===== src/rtl/crop_pkg.sv =====
// Shared types and helpers for the run-time configurable crop window stage.
package crop_pkg;

  typedef enum logic [1:0] {
    ST_IDLE,
    ST_RUN,
    ST_DRAIN,
    ST_DONE
  } crop_state_t;

  // Width needed to index n items; never narrower than one bit.
  function automatic int cw(input int n);
    return (n <= 2) ? 1 : $clog2(n);
  endfunction

  localparam int CFG_CALC_W = 32;

endpackage


===== src/rtl/crop_out_slice.sv =====
// Single-entry AXI-Stream register slice carrying data and last.
module crop_out_slice #(
  parameter int W = 16
) (
  input  logic         clk,
  input  logic         rst,
  input  logic         in_valid,
  input  logic [W-1:0] in_data,
  input  logic         in_last,
  output logic         in_ready,
  output logic         out_valid,
  output logic [W-1:0] out_data,
  output logic         out_last,
  input  logic         out_ready
);

  // A full register can still take a new beat when downstream drains it this cycle.
  assign in_ready = !out_valid || out_ready;

  always_ff @(posedge clk or posedge rst) begin
    if (rst) begin
      out_valid <= 1'b0;
      out_data  <= '0;
      out_last  <= 1'b0;
    end else if (in_valid && in_ready) begin
      out_valid <= 1'b1;
      out_data  <= in_data;
      out_last  <= in_last;
    end else if (out_ready) begin
      out_valid <= 1'b0;
    end
  end

endmodule


===== src/rtl/crop_window_stream.sv =====
// Crops a decimated OUT_ROWS x OUT_COLS window from a raster frame; origin and
// stride are latched at ap_start and range-checked.
module crop_window_stream
  import crop_pkg::*;
#(
  parameter int PIXEL_BIT_WIDTH = 16,
  parameter int IN_ROWS         = 100,
  parameter int IN_COLS         = 160,
  parameter int OUT_ROWS        = 48,
  parameter int OUT_COLS        = 48,
  parameter int STRIDE_W        = 3
) (
  input  logic                       ap_clk,
  input  logic                       ap_rst,
  input  logic                       ap_start,
  output logic                       ap_done,
  output logic                       ap_idle,
  output logic                       ap_ready,
  input  logic [cw(IN_ROWS)-1:0]     cfg_y1,
  input  logic [cw(IN_COLS)-1:0]     cfg_x1,
  input  logic [STRIDE_W-1:0]        cfg_stride,
  output logic                       cfg_err,
  input  logic [PIXEL_BIT_WIDTH-1:0] crop_input_TDATA,
  input  logic                       crop_input_TVALID,
  output logic                       crop_input_TREADY,
  output logic [PIXEL_BIT_WIDTH-1:0] crop_output_TDATA,
  output logic                       crop_output_TVALID,
  input  logic                       crop_output_TREADY,
  output logic                       crop_output_TLAST
);

  localparam int ROW_W     = cw(IN_ROWS);
  localparam int COL_W     = cw(IN_COLS);
  localparam int OROW_W    = cw(OUT_ROWS + 1);
  localparam int OCOL_W    = cw(OUT_COLS + 1);
  localparam int OUT_TOTAL = OUT_ROWS * OUT_COLS;
  localparam int CNT_W     = cw(OUT_TOTAL + 1);

  typedef logic [PIXEL_BIT_WIDTH-1:0] pixel_t;

  crop_state_t         state, state_next;
  logic [ROW_W-1:0]    y1_q, row;
  logic [COL_W-1:0]    x1_q, col;
  logic [STRIDE_W-1:0] stride_q, row_phase, col_phase;
  logic [OROW_W-1:0]   rows_taken;
  logic [OCOL_W-1:0]   cols_taken;
  logic [CNT_W-1:0]    out_count;

  logic [CFG_CALC_W-1:0] y_end, x_end;
  logic   cfg_ok, start_accept;
  logic   slice_in_ready, in_fire, last_row, last_col, frame_end;
  logic   row_in, col_in, row_sel, col_sel, pix_sel, last_in;
  pixel_t pix_in;

  // Window extents in a wide domain so large strides cannot wrap.
  always_comb begin
    y_end  = CFG_CALC_W'(cfg_y1) + CFG_CALC_W'(OUT_ROWS - 1) * CFG_CALC_W'(cfg_stride);
    x_end  = CFG_CALC_W'(cfg_x1) + CFG_CALC_W'(OUT_COLS - 1) * CFG_CALC_W'(cfg_stride);
    cfg_ok = (cfg_stride != '0) && (y_end < CFG_CALC_W'(IN_ROWS))
             && (x_end < CFG_CALC_W'(IN_COLS));
  end

  assign start_accept      = (state == ST_IDLE) && ap_start;
  assign crop_input_TREADY = (state == ST_RUN) && slice_in_ready;
  assign in_fire           = crop_input_TVALID && crop_input_TREADY;
  assign last_row          = (row == ROW_W'(IN_ROWS - 1));
  assign last_col          = (col == COL_W'(IN_COLS - 1));
  assign frame_end         = in_fire && last_row && last_col;

  // Phase counters advance only inside the window, so phase 0 marks stride hits.
  assign row_in  = (row >= y1_q);
  assign col_in  = (col >= x1_q);
  assign row_sel = row_in && (row_phase == '0) && (rows_taken < OROW_W'(OUT_ROWS));
  assign col_sel = col_in && (col_phase == '0) && (cols_taken < OCOL_W'(OUT_COLS));
  assign pix_sel = in_fire && row_sel && col_sel;
  assign last_in = (out_count == CNT_W'(OUT_TOTAL - 1));
  assign pix_in  = crop_input_TDATA;

  always_ff @(posedge ap_clk or posedge ap_rst) begin
    if (ap_rst) begin
      y1_q       <= '0;
      x1_q       <= '0;
      stride_q   <= '0;
      cfg_err    <= 1'b0;
      row        <= '0;
      col        <= '0;
      row_phase  <= '0;
      col_phase  <= '0;
      rows_taken <= '0;
      cols_taken <= '0;
      out_count  <= '0;
    end else if (start_accept) begin
      y1_q       <= cfg_y1;
      x1_q       <= cfg_x1;
      stride_q   <= cfg_stride;
      cfg_err    <= !cfg_ok;
      row        <= '0;
      col        <= '0;
      row_phase  <= '0;
      col_phase  <= '0;
      rows_taken <= '0;
      cols_taken <= '0;
      out_count  <= '0;
    end else if (in_fire) begin
      if (pix_sel) out_count <= out_count + 1'b1;
      if (last_col) begin
        col        <= '0;
        col_phase  <= '0;
        cols_taken <= '0;
        row        <= last_row ? '0 : row + 1'b1;
        if (row_in) row_phase <= (row_phase == stride_q - 1'b1) ? '0 : row_phase + 1'b1;
        if (row_sel) rows_taken <= rows_taken + 1'b1;
      end else begin
        col <= col + 1'b1;
        if (col_in) col_phase <= (col_phase == stride_q - 1'b1) ? '0 : col_phase + 1'b1;
        if (col_sel) cols_taken <= cols_taken + 1'b1;
      end
    end
  end

  always_ff @(posedge ap_clk or posedge ap_rst) begin
    if (ap_rst) state <= ST_IDLE;
    else        state <= state_next;
  end

  always_comb begin
    state_next = state;
    ap_idle    = 1'b0;
    ap_done    = 1'b0;
    ap_ready   = 1'b0;
    case (state)
      ST_IDLE: begin
        ap_idle = 1'b1;
        if (ap_start) state_next = cfg_ok ? ST_RUN : ST_DONE;
      end
      ST_RUN:   if (frame_end) state_next = ST_DRAIN;
      ST_DRAIN: if (!crop_output_TVALID) state_next = ST_DONE;
      ST_DONE: begin
        ap_done    = 1'b1;
        ap_ready   = 1'b1;
        state_next = ST_IDLE;
      end
      default:  state_next = ST_IDLE;
    endcase
  end

  crop_out_slice #(
    .W(PIXEL_BIT_WIDTH)
  ) u_out_slice (
    .clk      (ap_clk),
    .rst      (ap_rst),
    .in_valid (pix_sel),
    .in_data  (pix_in),
    .in_last  (last_in),
    .in_ready (slice_in_ready),
    .out_valid(crop_output_TVALID),
    .out_data (crop_output_TDATA),
    .out_last (crop_output_TLAST),
    .out_ready(crop_output_TREADY)
  );

endmodule


===== config.mk =====
export PLATFORM = sky130hd
export DESIGN_NAME = crop_window_stream
export DESIGN_NICKNAME = d
export VERILOG_FILES = /design/src/rtl/crop_pkg.sv /design/src/rtl/crop_out_slice.sv /design/src/rtl/crop_window_stream.sv
export SDC_FILE = /design/constraint.sdc
export NUM_CORES = 1
export LEC_CHECK = 0
export BUFFER_PORTS_ARGS = -buffer_cell sky130_fd_sc_hd__buf_2
export CAP_MARGIN = 20
export CORE_AREA = 2 2 97 99
export DETAILED_ROUTE_END_ITERATION = 7
export DIE_AREA = 0 0 99 101
export PLACE_DENSITY = 0.91
export SYNTH_ARGS = -nofsm -noshare
export SYNTH_HDL_FRONTEND = slang
export SYNTH_SLANG_ARGS = --single-unit

===== constraint.sdc =====
create_clock -name ap_clk -period 6.3 [get_ports ap_clk]
set_clock_uncertainty 0.15 [all_clocks]
set_input_delay 0.63 -clock ap_clk [delete_from_list [all_inputs] [get_ports ap_clk]]
set_output_delay 0.63 -clock ap_clk [all_outputs]
set_load 0.02 [all_outputs]

==> results.sh, run 1 <==
export IMPL_critPathLaunchType="input port"
export IMPL_min_period_over_period_pct=61.5
export IMPL_critPathArrivalTime_ns=3.97
export IMPL_die_h_um=101
export IMPL_syn_area_mm2=0.00527
export IMPL_clkLatencyLatePin_ns=0.36
export IMPL_initial_utilization_pct=58.7
export IMPL_port_buffers=61
export IMPL_htreeDepth=3
export IMPL_power_total_mw=1.95
export IMPL_timing_slew_headroom_pct=35.9
export IMPL_drc_errors=0
export IMPL_grt_usage_pct=23.5
export IMPL_placed_area_mm2=0.00560
export IMPL_clock_fmax_mhz=258
export IMPL_drv_cap=0
export IMPL_sw_frac_of_total_pct=41.8
export IMPL_critPathKind="input port to flip-flop"
export IMPL_drtAntennaViolNets=0
export IMPL_power_switching_mw=0.816
export IMPL_clk_pin_slew_ns=0.10
export IMPL_ff2ff_setup_slack_ns=3.30
export IMPL_end_kind="flip-flop"
export IMPL_top_layer="met4"
export IMPL_cts_tree="built"
export IMPL_cts_made_buffers=9
export IMPL_cts_num_sinks=84
export IMPL_yosys_most_used_dff="dfrtp_1"
export IMPL_ctsLongestPathBuffers=2
export IMPL_power_leakage_nw=2.92
export IMPL_grt_max_degree=85
export IMPL_dp_hpwl_mm=8.35
export IMPL_intPower_mw=1.14
export IMPL_irDropWorstVdd_mv=0.192
export IMPL_route_vias_total=4279
export IMPL_ys_seq_elements=84
export IMPL_setup_violations=0
export IMPL_wl_per_cell_um=16.0
export IMPL_crit_required_ns=6.39
export IMPL_gp_congestion=0.904
export IMPL_nFillCells=683
export IMPL_grt_ovfl_total=0
export IMPL_seqPwrFrac_pct=38.0
export IMPL_dieWidth_um=99
export IMPL_met1_length_mm=4.98
export IMPL_coreArea_mm2=0.00898
export IMPL_ctsRootBufferMaster="clkbuf_8"
export IMPL_cts_hold_fix_buffers=0
export IMPL_antenna_found_initial=0
export IMPL_synthToLayoutAreaGrowth_pct=10.5
export IMPL_post_cts_resized=0
export IMPL_p_clk_share_pct=19.2
export IMPL_synth_distinct_cells=70
export IMPL_die_area_mm2=0.0100
export IMPL_synth_edf_count=0
export IMPL_hold_path_class="input port to asynchronous set/reset pin"
export IMPL_first_iter_violations=274
export IMPL_antenna_cells=0
export IMPL_fin_tns_setup_ns=0
export IMPL_post_cts_buffers=0
export IMPL_status="complete, no violations"
export IMPL_ys_seq_area_share_pct=39.9
export IMPL_drive_above_1_share_pct=19.8
export IMPL_yosysWarnings=0
export IMPL_place_inst=695
export IMPL_min_period_ns=3.87
export IMPL_viasPerCell=6.00
export IMPL_rsz0062_at_grt="false"
export IMPL_synth_avg_cell_area_um2=9.76
export IMPL_wirelength_mm=11.4
export IMPL_worst_slew_pin_slew_ns=0.961
export IMPL_p_per_area_mw_per_mm2=335
export IMPL_grt_pass1_wl_mm=19.0
export IMPL_dr_wl_met2_mm=5.67
export IMPL_placementRows=35
export IMPL_syn_nets=634
export IMPL_num_io_pins=62
export IMPL_finalNetCount=691
export IMPL_worst_path_max_fanout=9
export IMPL_hold_viol=0
export IMPL_slew_violations=0
export IMPL_combPwrFrac_pct=42.8
export IMPL_wl_met3_um=420
export IMPL_first_global_vias=4016
export IMPL_async_flop_share_pct=100
export IMPL_fin_area_mm2=0.00582
export IMPL_syn_inst=540
export IMPL_firstDrtPassIters=5
export IMPL_layoutNonFillerInstCount=713
synth_stat cells, types with 6 or more instances:
library cell,instances,share of area (%)
a21o_1,7,1.0
a21oi_1,21,2.0
a31o_2,6,1.0
a31oi_1,8,0.95
and3_1,12,1.4
clkbuf_1,7,0.50
dfrtp_1,84,40
ha_1,52,12
inv_1,40,2.8
mux2_2,16,3.4
nand2_1,57,4.1
nand2b_1,6,0.71
nand3_1,12,1.1
nand4_1,12,1.4
nor2_1,36,2.6
nor3_1,8,0.76
o21a_1,6,0.85
o21ai_0,42,4.0
xnor2_1,16,2.7
xor2_1,6,1.0
area by class of cell:
cell class | instances | area (um2) | area share, %
clock buffers | 9 | 124 | 2.13
clock inverters | 7 | 70.1 | 1.20
inverters | 40 | 151 | 2.60
multi-input cells | 396 | 2880 | 49.4
flip-flops and latches | 84 | 2100 | 36.1
well taps | 111 | 139 | 2.38
repair buffers | 66 | 360 | 6.19
power groups by stage:
stage          Clock [mW]  Combinational [mW]  Sequential [mW]
2_1_floorplan           0               0.648            0.732
3_3_place_gp            0               0.775            0.740
3_5_place_dp            0               0.821            0.749
4_1_cts             0.378               0.833            0.740
5_1_grt             0.402               0.943            0.755
6_report            0.376               0.835            0.742
layout by cell type, fill, tap and decap left out, drive strengths merged, types with 16 or more instances in the layout:
| cell type | count |
|---|---|
| mux2 | 16 |
| o21ai | 44 |
| a21oi | 21 |
| inv | 42 |
| buf | 66 |
| xnor2 | 16 |
| nor2 | 36 |
| nand2 | 57 |
| dfrtp | 84 |
| ha | 52 |
registers in the layout, summed over array words and instances (netlist names), 6 cells and up:
register and flops:
u_out_slice.out_data 16, out_count 12, col 8, x1_q 8, row 7, y1_q 7
cols_taken 6, rows_taken 6
stage by stage:
stage	hold WS, ns	setup WS (ns)	utilization [%]
final	0.102	2.43	64.9
after global routing	0.120	2.26	64.9
after CTS	0.336	2.46	64.5
after detailed placement	0.341	2.09	62.4
after global placement	0.326	2.11	62.4
after floorplan	0.302	2.56	-
final timing paths:
kind | startpoint | endpoint | cells after the start
hold / removal | ap_rst | u_out_slice.out_data[0]$_DFFE_PP0P_ | 3
setup reg to reg | state[0]$_DFFE_PP0P_ | col_phase[0]$_DFFE_PP0P_ | 8
hold reg to reg | u_out_slice.out_data[8]$_DFFE_PP0P_ | u_out_slice.out_data[8]$_DFFE_PP0P_ | 1
min in group ap_clk | crop_input_TDATA[0] | u_out_slice.out_data[0]$_DFFE_PP0P_ | 2
setup / recovery | cfg_stride[0] | state[1]$_DFFE_PP0P_ | 14
max in group asynchronous | ap_rst | x1_q[2]$_DFFE_PP0P_ | 4
cell families (layout without fill, tap and decap cells):
| kind of cell | Yosys count | count (layout) | synth area share [%] |
|---|---|---|---|
| DFF | 84 | 84 | 39.9 |
| muxes | 17 | 17 | 3.61 |
| and+or+nand+nor | 176 | 176 | 17.8 |
| xor gates and xnor gates | 22 | 22 | 3.65 |
| buffers and inverters | 60 | 122 | 5.58 |
| adders and majority gates | 55 | 55 | 13.5 |
| AOI/OAI and AO/OA | 126 | 126 | 16.0 |
per-layer routing:
layer | global-route usage (%) | vias up
met3 | 2.43 | 31
met1 | 31.3 | 2091
met2 | 39.0 | 116
li1 | - | 2041
met4 | 10.6 | 0
met5 | 0 | -
worst max-delay path, stage by stage:
cell and delay, ns:
buf_2 0.17, fa_1 0.57, ha_1 0.27, fa_1 0.40, nor2b_1 0.16, o31a_1 0.25, a21oi_1 0.24, ha_1 0.30
nor2_1 0.11, nor3b_1 0.05, nor4bb_1 0.14, nor4_1 0.40, and3_1 0.22, o22ai_1 0.06
(Power assumes the default switching activity.)
==> run 2, diff against run 1 <==
CORE_AREA = 2 2 103 105   (was 2 2 97 99)
DIE_AREA = 0 0 105 107   (was 0 0 99 101)
PLACE_DENSITY = 0.85   (was 0.91)
clock period = 3.3 ns   (was 6.3 ns; I/O delays follow)
==> run 2 against run 1 <==
The flow now finishes with violations (negative setup slack). Clock power increased by 140%. Critical path depth increased by 1. Final cell count increased by 6.6%. Power increased by 110%. Critical path type unchanged.
==> results.sh, run 2 (synthesis results as in run 1) <==
export IMPL_status="complete, but fails checks"
export IMPL_violations="negative setup slack"
export IMPL_coreArea_mm2=0.0101
export IMPL_viasPerCell=5.72
export IMPL_drc_errors=0
export IMPL_clk_pin_slew_ns=0.09
export IMPL_power_leakage_nw=3.08
export IMPL_route_vias_total=4347
export IMPL_critPathArrivalTime_ns=3.45
export IMPL_min_period_over_period_pct=102
export IMPL_die_area_mm2=0.0112
export IMPL_htreeDepth=3
export IMPL_final_util_pct=61.9
export IMPL_initial_utilization_pct=52.2
export IMPL_hold_viol=0
export IMPL_cts_tree="built"
export IMPL_dieWidth_um=105
export IMPL_layout_common_cells="dfrtp_1, buf_2, nand2_1"
export IMPL_grt_usage_pct=21.8
export IMPL_worst_slew_pin_slew_ns=0.773
export IMPL_irDropWorstVdd_mv=0.347
export IMPL_hold_path_class="input port to flip-flop"
export IMPL_placementRows=37
export IMPL_num_io_pins=62
export IMPL_timing_slew_headroom_pct=47.9
export IMPL_first_iter_violations=338
export IMPL_critPathLaunchType="input port"
export IMPL_largest_registers="u_out_slice.out_data: 16 flops, out_count: 12 flops"
export IMPL_ff2ff_setup_slack_ns=0.38
export IMPL_worst_slack_ns=-0.0539
export IMPL_die_h_um=107
export IMPL_antenna_found_initial=0
export IMPL_critPathKind="input port to flip-flop"
export IMPL_r2r_start="col_phase[0]$_DFFE_PP0P_"
export IMPL_rr_endpoint="u_out_slice.out_data[15]$_DFFE_PP0P_"
export IMPL_ctsLongestPathBuffers=2
export IMPL_grt_ovfl_total=0
export IMPL_slew_violations=0
export IMPL_clock_fmax_mhz=298
export IMPL_power_total_mw=4.11
export IMPL_drive_above_1_share_pct=26.0
export IMPL_p_per_area_mw_per_mm2=657
export IMPL_clkLatencyLatePin_ns=0.36
export IMPL_first_global_vias=4289
export IMPL_largest_register="u_out_slice.out_data"
export IMPL_grt_pass1_wl_mm=19.9
export IMPL_setup_violations=1
export IMPL_min_to="y1_q[2]$_DFFE_PP0P_"
export IMPL_port_buffers=61
export IMPL_cts_num_sinks=84
export IMPL_drv_cap=0
export IMPL_cts_made_buffers=9
export IMPL_antenna_cells=0
export IMPL_grt_max_degree=51
export IMPL_rsz0062_at_grt="true"
export IMPL_drtAntennaViolNets=0
export IMPL_gp_congestion=0.901
export IMPL_wl_per_cell_um=15.9
export IMPL_largest_reg_flops=16
export IMPL_ctsRootBufferMaster="clkbuf_8"
export IMPL_end_kind="flip-flop"
export IMPL_crit_required_ns=3.39
export IMPL_synthToLayoutAreaGrowth_pct=18.5
export IMPL_place_inst=740
export IMPL_min_delay_path_depth=3
export IMPL_finalNetCount=713
export IMPL_wirelength_mm=12.1
export IMPL_ff2ff_path_depth=8
export IMPL_worstHoldStart="cfg_y1[2]"
export IMPL_worst_path_max_fanout=3
export IMPL_firstDrtPassIters=5
export IMPL_dp_hpwl_mm=8.76
export IMPL_min_period_ns=3.35
export IMPL_hold_ws_ns=0.0457
export IMPL_layoutNonFillerInstCount=760
export IMPL_final_common_cell="dfrtp_1"
-- run 2: cell count changes in the layout (fill, tap and decap cells not counted), sizes merged --
cell and delta:
buf +21, inv -2, clkinv +2, bufinv +3, dlygate4sd3 +1, clkinvlp -3
-- run 2: critical path, stage by stage --
cell and delay [ns]:
buf_6 0.10, fa_2 0.52, ha_4 0.20, fa_2 0.41
nor2b_4 0.15, o31a_1 0.31, a21oi_2 0.14, ha_1 0.28
nor2_2 0.11, nor3b_2 0.05, nor4bb_4 0.16, nor4_2 0.28
buf_4 0.16, and3_4 0.18, o22ai_2 0.05
-- run 2: per-stage QoR --
step,TNS (ns),setup WS (ns),cell area [um2]
after floorplan,0,0.00460,5300
after global placement,-0.599,-0.357,5810
after detailed placement,-0.738,-0.428,5810
after CTS,-0.00124,-0.00124,6150
after global routing,-0.190,-0.163,6250
final,-0.0539,-0.0539,6250
-- run 2: power breakdown --
part / internal, mW / switching [mW]
clock network: 0.509 / 0.389
registers: 1.24 / 0.167
logic: 0.761 / 1.04
-- run 2: layout make-up --
cell class	instances	area, um2
Inverter	40	151
Multi-Input combinational cell	396	3050
Timing Repair Buffer	88	527
Clock inverter	7	124
Fill cell	809	3840
Sequential cell	84	2100
Clock buffer	9	124
Tap cell	136	170
-- run 2: per-layer routing --
| layer | vias to the layer above | global-route usage [%] | share of wire, % |
|---|---|---|---|
| met3 | 25 | 3.47 | 5.1 |
| met5 | - | 0 | 0 |
| met1 | 2092 | 27.7 | 43 |
| met2 | 136 | 37.5 | 50 |
| met4 | 0 | 8.48 | 2.0 |
| li1 | 2094 | - | - |
-- run 2: how the worst max path moves through the flow --
stage / start / endpoint / slack (ns) / cells after the start
floorplan: cfg_stride[2] / state[1]$_DFFE_PP0P_ / 0.005 / 12
global placement: cfg_stride[2] / state[1]$_DFFE_PP0P_ / -0.36 / 13
detailed placement: cfg_stride[2] / state[1]$_DFFE_PP0P_ / -0.43 / 14
CTS: cfg_stride[0] / state[1]$_DFFE_PP0P_ / -0.001 / 14
global route: cfg_stride[1] / state[1]$_DFFE_PP0P_ / -0.16 / 15
finish: cfg_stride[1] / state[1]$_DFFE_PP0P_ / -0.05 / 15
-- run 2: repair_timing --
action / 4_1_cts / 5_1_grt
resized for setup: 13 / 13
hold buffers: 1 / 0
pin swaps: 10 / 9
endpoints found under the setup margin: 1 / 2
setup buffers: 1 / 2
endpoints found under the hold margin: 32 / 0
==> run 3, diff against run 2 <==
SKIP_CTS_REPAIR_TIMING = 1   (was unset)
==> run 3 against run 2 <==
Utilization is 1.2 points lower. Sequential power is essentially flat. Critical endpoint unchanged. Routed wire length shrank 3.6%. Critical path depth is 2 lower. Global-route usage down 0.21 points. Final cell count fell by 0.26%. Clock power about the same. Highest routed layer unchanged. Largest power group unchanged. The flow still finishes with violations (negative setup slack). Sequential cell count is the same. Die area is the same. Via count shrank 2.2%. Cell area decreased by 2.0%. Critical path type unchanged.
==> results.sh, run 3 (synthesis results as in run 1) <==
export IMPL_antenna_found_initial=0
export IMPL_synthToLayoutAreaGrowth_pct=16.2
export IMPL_cts_made_buffers=9
export IMPL_min_period_over_period_pct=101
export IMPL_largest_reg_flops=16
export IMPL_crit_buf_inv=2
export IMPL_crit_slowest_cell="fa_2"
export IMPL_first_iter_violations=319
export IMPL_antenna_cells=0
export IMPL_status="complete, but fails checks"
export IMPL_ctsRootBufferMaster="clkbuf_8"
export IMPL_ctsLongestPathBuffers=2
export IMPL_grt_usage_pct=21.6
export IMPL_wl_per_cell_um=15.4
export IMPL_place_inst=740
export IMPL_slowest_delay_ns=0.60
export IMPL_htreeDepth=3
export IMPL_hold_path_class="input port to flip-flop"
export IMPL_path_cells="buf_2, fa_2, ha_2, fa_2, ha_4, nor3_1, nor2_1, a2111oi_2, nor4bb_2, nor4_1, buf_4, and3_1, o22ai_1"
export IMPL_die_h_um=107
export IMPL_irDropWorstVdd_mv=0.341
export IMPL_grt_pass1_wl_mm=19.7
export IMPL_grt_max_degree=51
export IMPL_coreArea_mm2=0.0101
export IMPL_min_period_ns=3.32
export IMPL_worst_slack_ns=-0.0169
export IMPL_min_delay_path_depth=3
export IMPL_rsz0062_at_grt="true"
export IMPL_cts_tree="built"
export IMPL_drive_above_1_share_pct=24.3
export IMPL_gp_congestion=0.901
export IMPL_ff2ff_path_depth=8
export IMPL_layoutNonFillerInstCount=758
export IMPL_largest_register="u_out_slice.out_data"
export IMPL_dp_hpwl_mm=8.76
export IMPL_critPathKind="input port to flip-flop"
export IMPL_placementRows=37
export IMPL_wirelength_mm=11.7
export IMPL_hold_viol=0
export IMPL_power_total_mw=4.01
export IMPL_viasPerCell=5.61
export IMPL_cpLargestDelayFamily="adder cells"
export IMPL_initial_utilization_pct=52.2
export IMPL_drc_errors=0
export IMPL_largest_registers="u_out_slice.out_data: 16 flops, out_count: 12 flops"
export IMPL_clk_pin_slew_ns=0.09
export IMPL_worst_slew_pin_slew_ns=0.778
export IMPL_cp_depth=13
export IMPL_violations="negative setup slack"
export IMPL_timing_slew_headroom_pct=47.6
export IMPL_cpMostUsedCell="fa_2"
export IMPL_firstDrtPassIters=6
export IMPL_slew_violations=0
export IMPL_clkLatencyLatePin_ns=0.36
export IMPL_critPathArrivalTime_ns=3.41
export IMPL_route_vias_total=4253
export IMPL_final_util_pct=60.7
export IMPL_crit_required_ns=3.39
export IMPL_die_area_mm2=0.0112
export IMPL_worst_path_max_fanout=6
export IMPL_drtAntennaViolNets=0
export IMPL_setup_violations=1
export IMPL_first_global_vias=4251
export IMPL_num_io_pins=62
export IMPL_critPathLaunchType="input port"
export IMPL_dieWidth_um=105
export IMPL_p_per_area_mw_per_mm2=655
export IMPL_power_leakage_nw=3.05
export IMPL_layout_common_cells="dfrtp_1, buf_2, nand2_1"
export IMPL_cts_num_sinks=84
export IMPL_finalNetCount=711
export IMPL_drv_cap=0
export IMPL_grt_ovfl_total=0
export IMPL_clock_fmax_mhz=301
export IMPL_end_kind="flip-flop"
export IMPL_nFillCells=826
export IMPL_final_common_cell="dfrtp_1"
export IMPL_port_buffers=61
[run 3: power breakdown]
| part | internal, mW | switching (mW) |
|---|---|---|
| combinational | 0.719 | 0.993 |
| sequential | 1.24 | 0.167 |
| clock | 0.509 | 0.386 |
| total | 2.47 | 1.55 |
[run 3: worst paths after layout]
check                                          from                              endpoint  slack [ns]
min in group asynchronous                    ap_rst                    row[3]$_DFFE_PP0P_        0.39
hold / removal                            cfg_y1[5]                   y1_q[5]$_DFFE_PP0P_        0.05
hold reg to reg                 x1_q[0]$_DFFE_PP0P_                   x1_q[0]$_DFFE_PP0P_        0.34
setup reg to reg           col_phase[0]$_DFFE_PP0P_  u_out_slice.out_data[15]$_DFFE_PP0P_        0.40
max in group asynchronous                    ap_rst              col_phase[1]$_DFFE_PP0P_        1.79
setup / recovery                      cfg_stride[0]                  state[1]$_DFFE_PP0P_       -0.02
[run 3: final cells by class]
type	instances	area (um2)	share of cell area (%)
sequential	84	2100	34.3
clock buffer	9	124	2.02
tap	136	170	2.78
inverter	40	151	2.47
multi-input combinational	396	2960	48.3
timing repair buffer	86	495	8.09
clock inverter	7	124	2.02
[run 3: per-layer routing]
metal / up-vias / wire length, um / global-route usage, % / part of all wire (%)
met5: - / 0 / 0 / 0
met4: 0 / 172 / 8.19 / 1.5
met3: 17 / 577 / 3.40 / 4.9
met2: 117 / 5760 / 37.0 / 49
met1: 2034 / 5150 / 27.7 / 44
li1: 2085 / - / - / -
[run 3: metrics by stage]
step           worst slack (ns)  TNS (ns)  hold slack [ns]  instance area [um2]
2_1_floorplan           0.00460         0            0.285                 5300
3_3_place_gp             -0.357    -0.599            0.234                 5810
3_5_place_dp             -0.428    -0.738            0.245                 5810
4_1_cts                 -0.0503   -0.0503           -0.147                 6060
5_1_grt                  -0.124    -0.124           0.0386                 6130
6_report                -0.0169   -0.0169           0.0455                 6130
[run 3: worst min-delay path, delay by kind of cell]
family,cells,cell delay [ns]
compound gates,1,0.06
buf+inv,1,0.09
simple gates,1,0.04
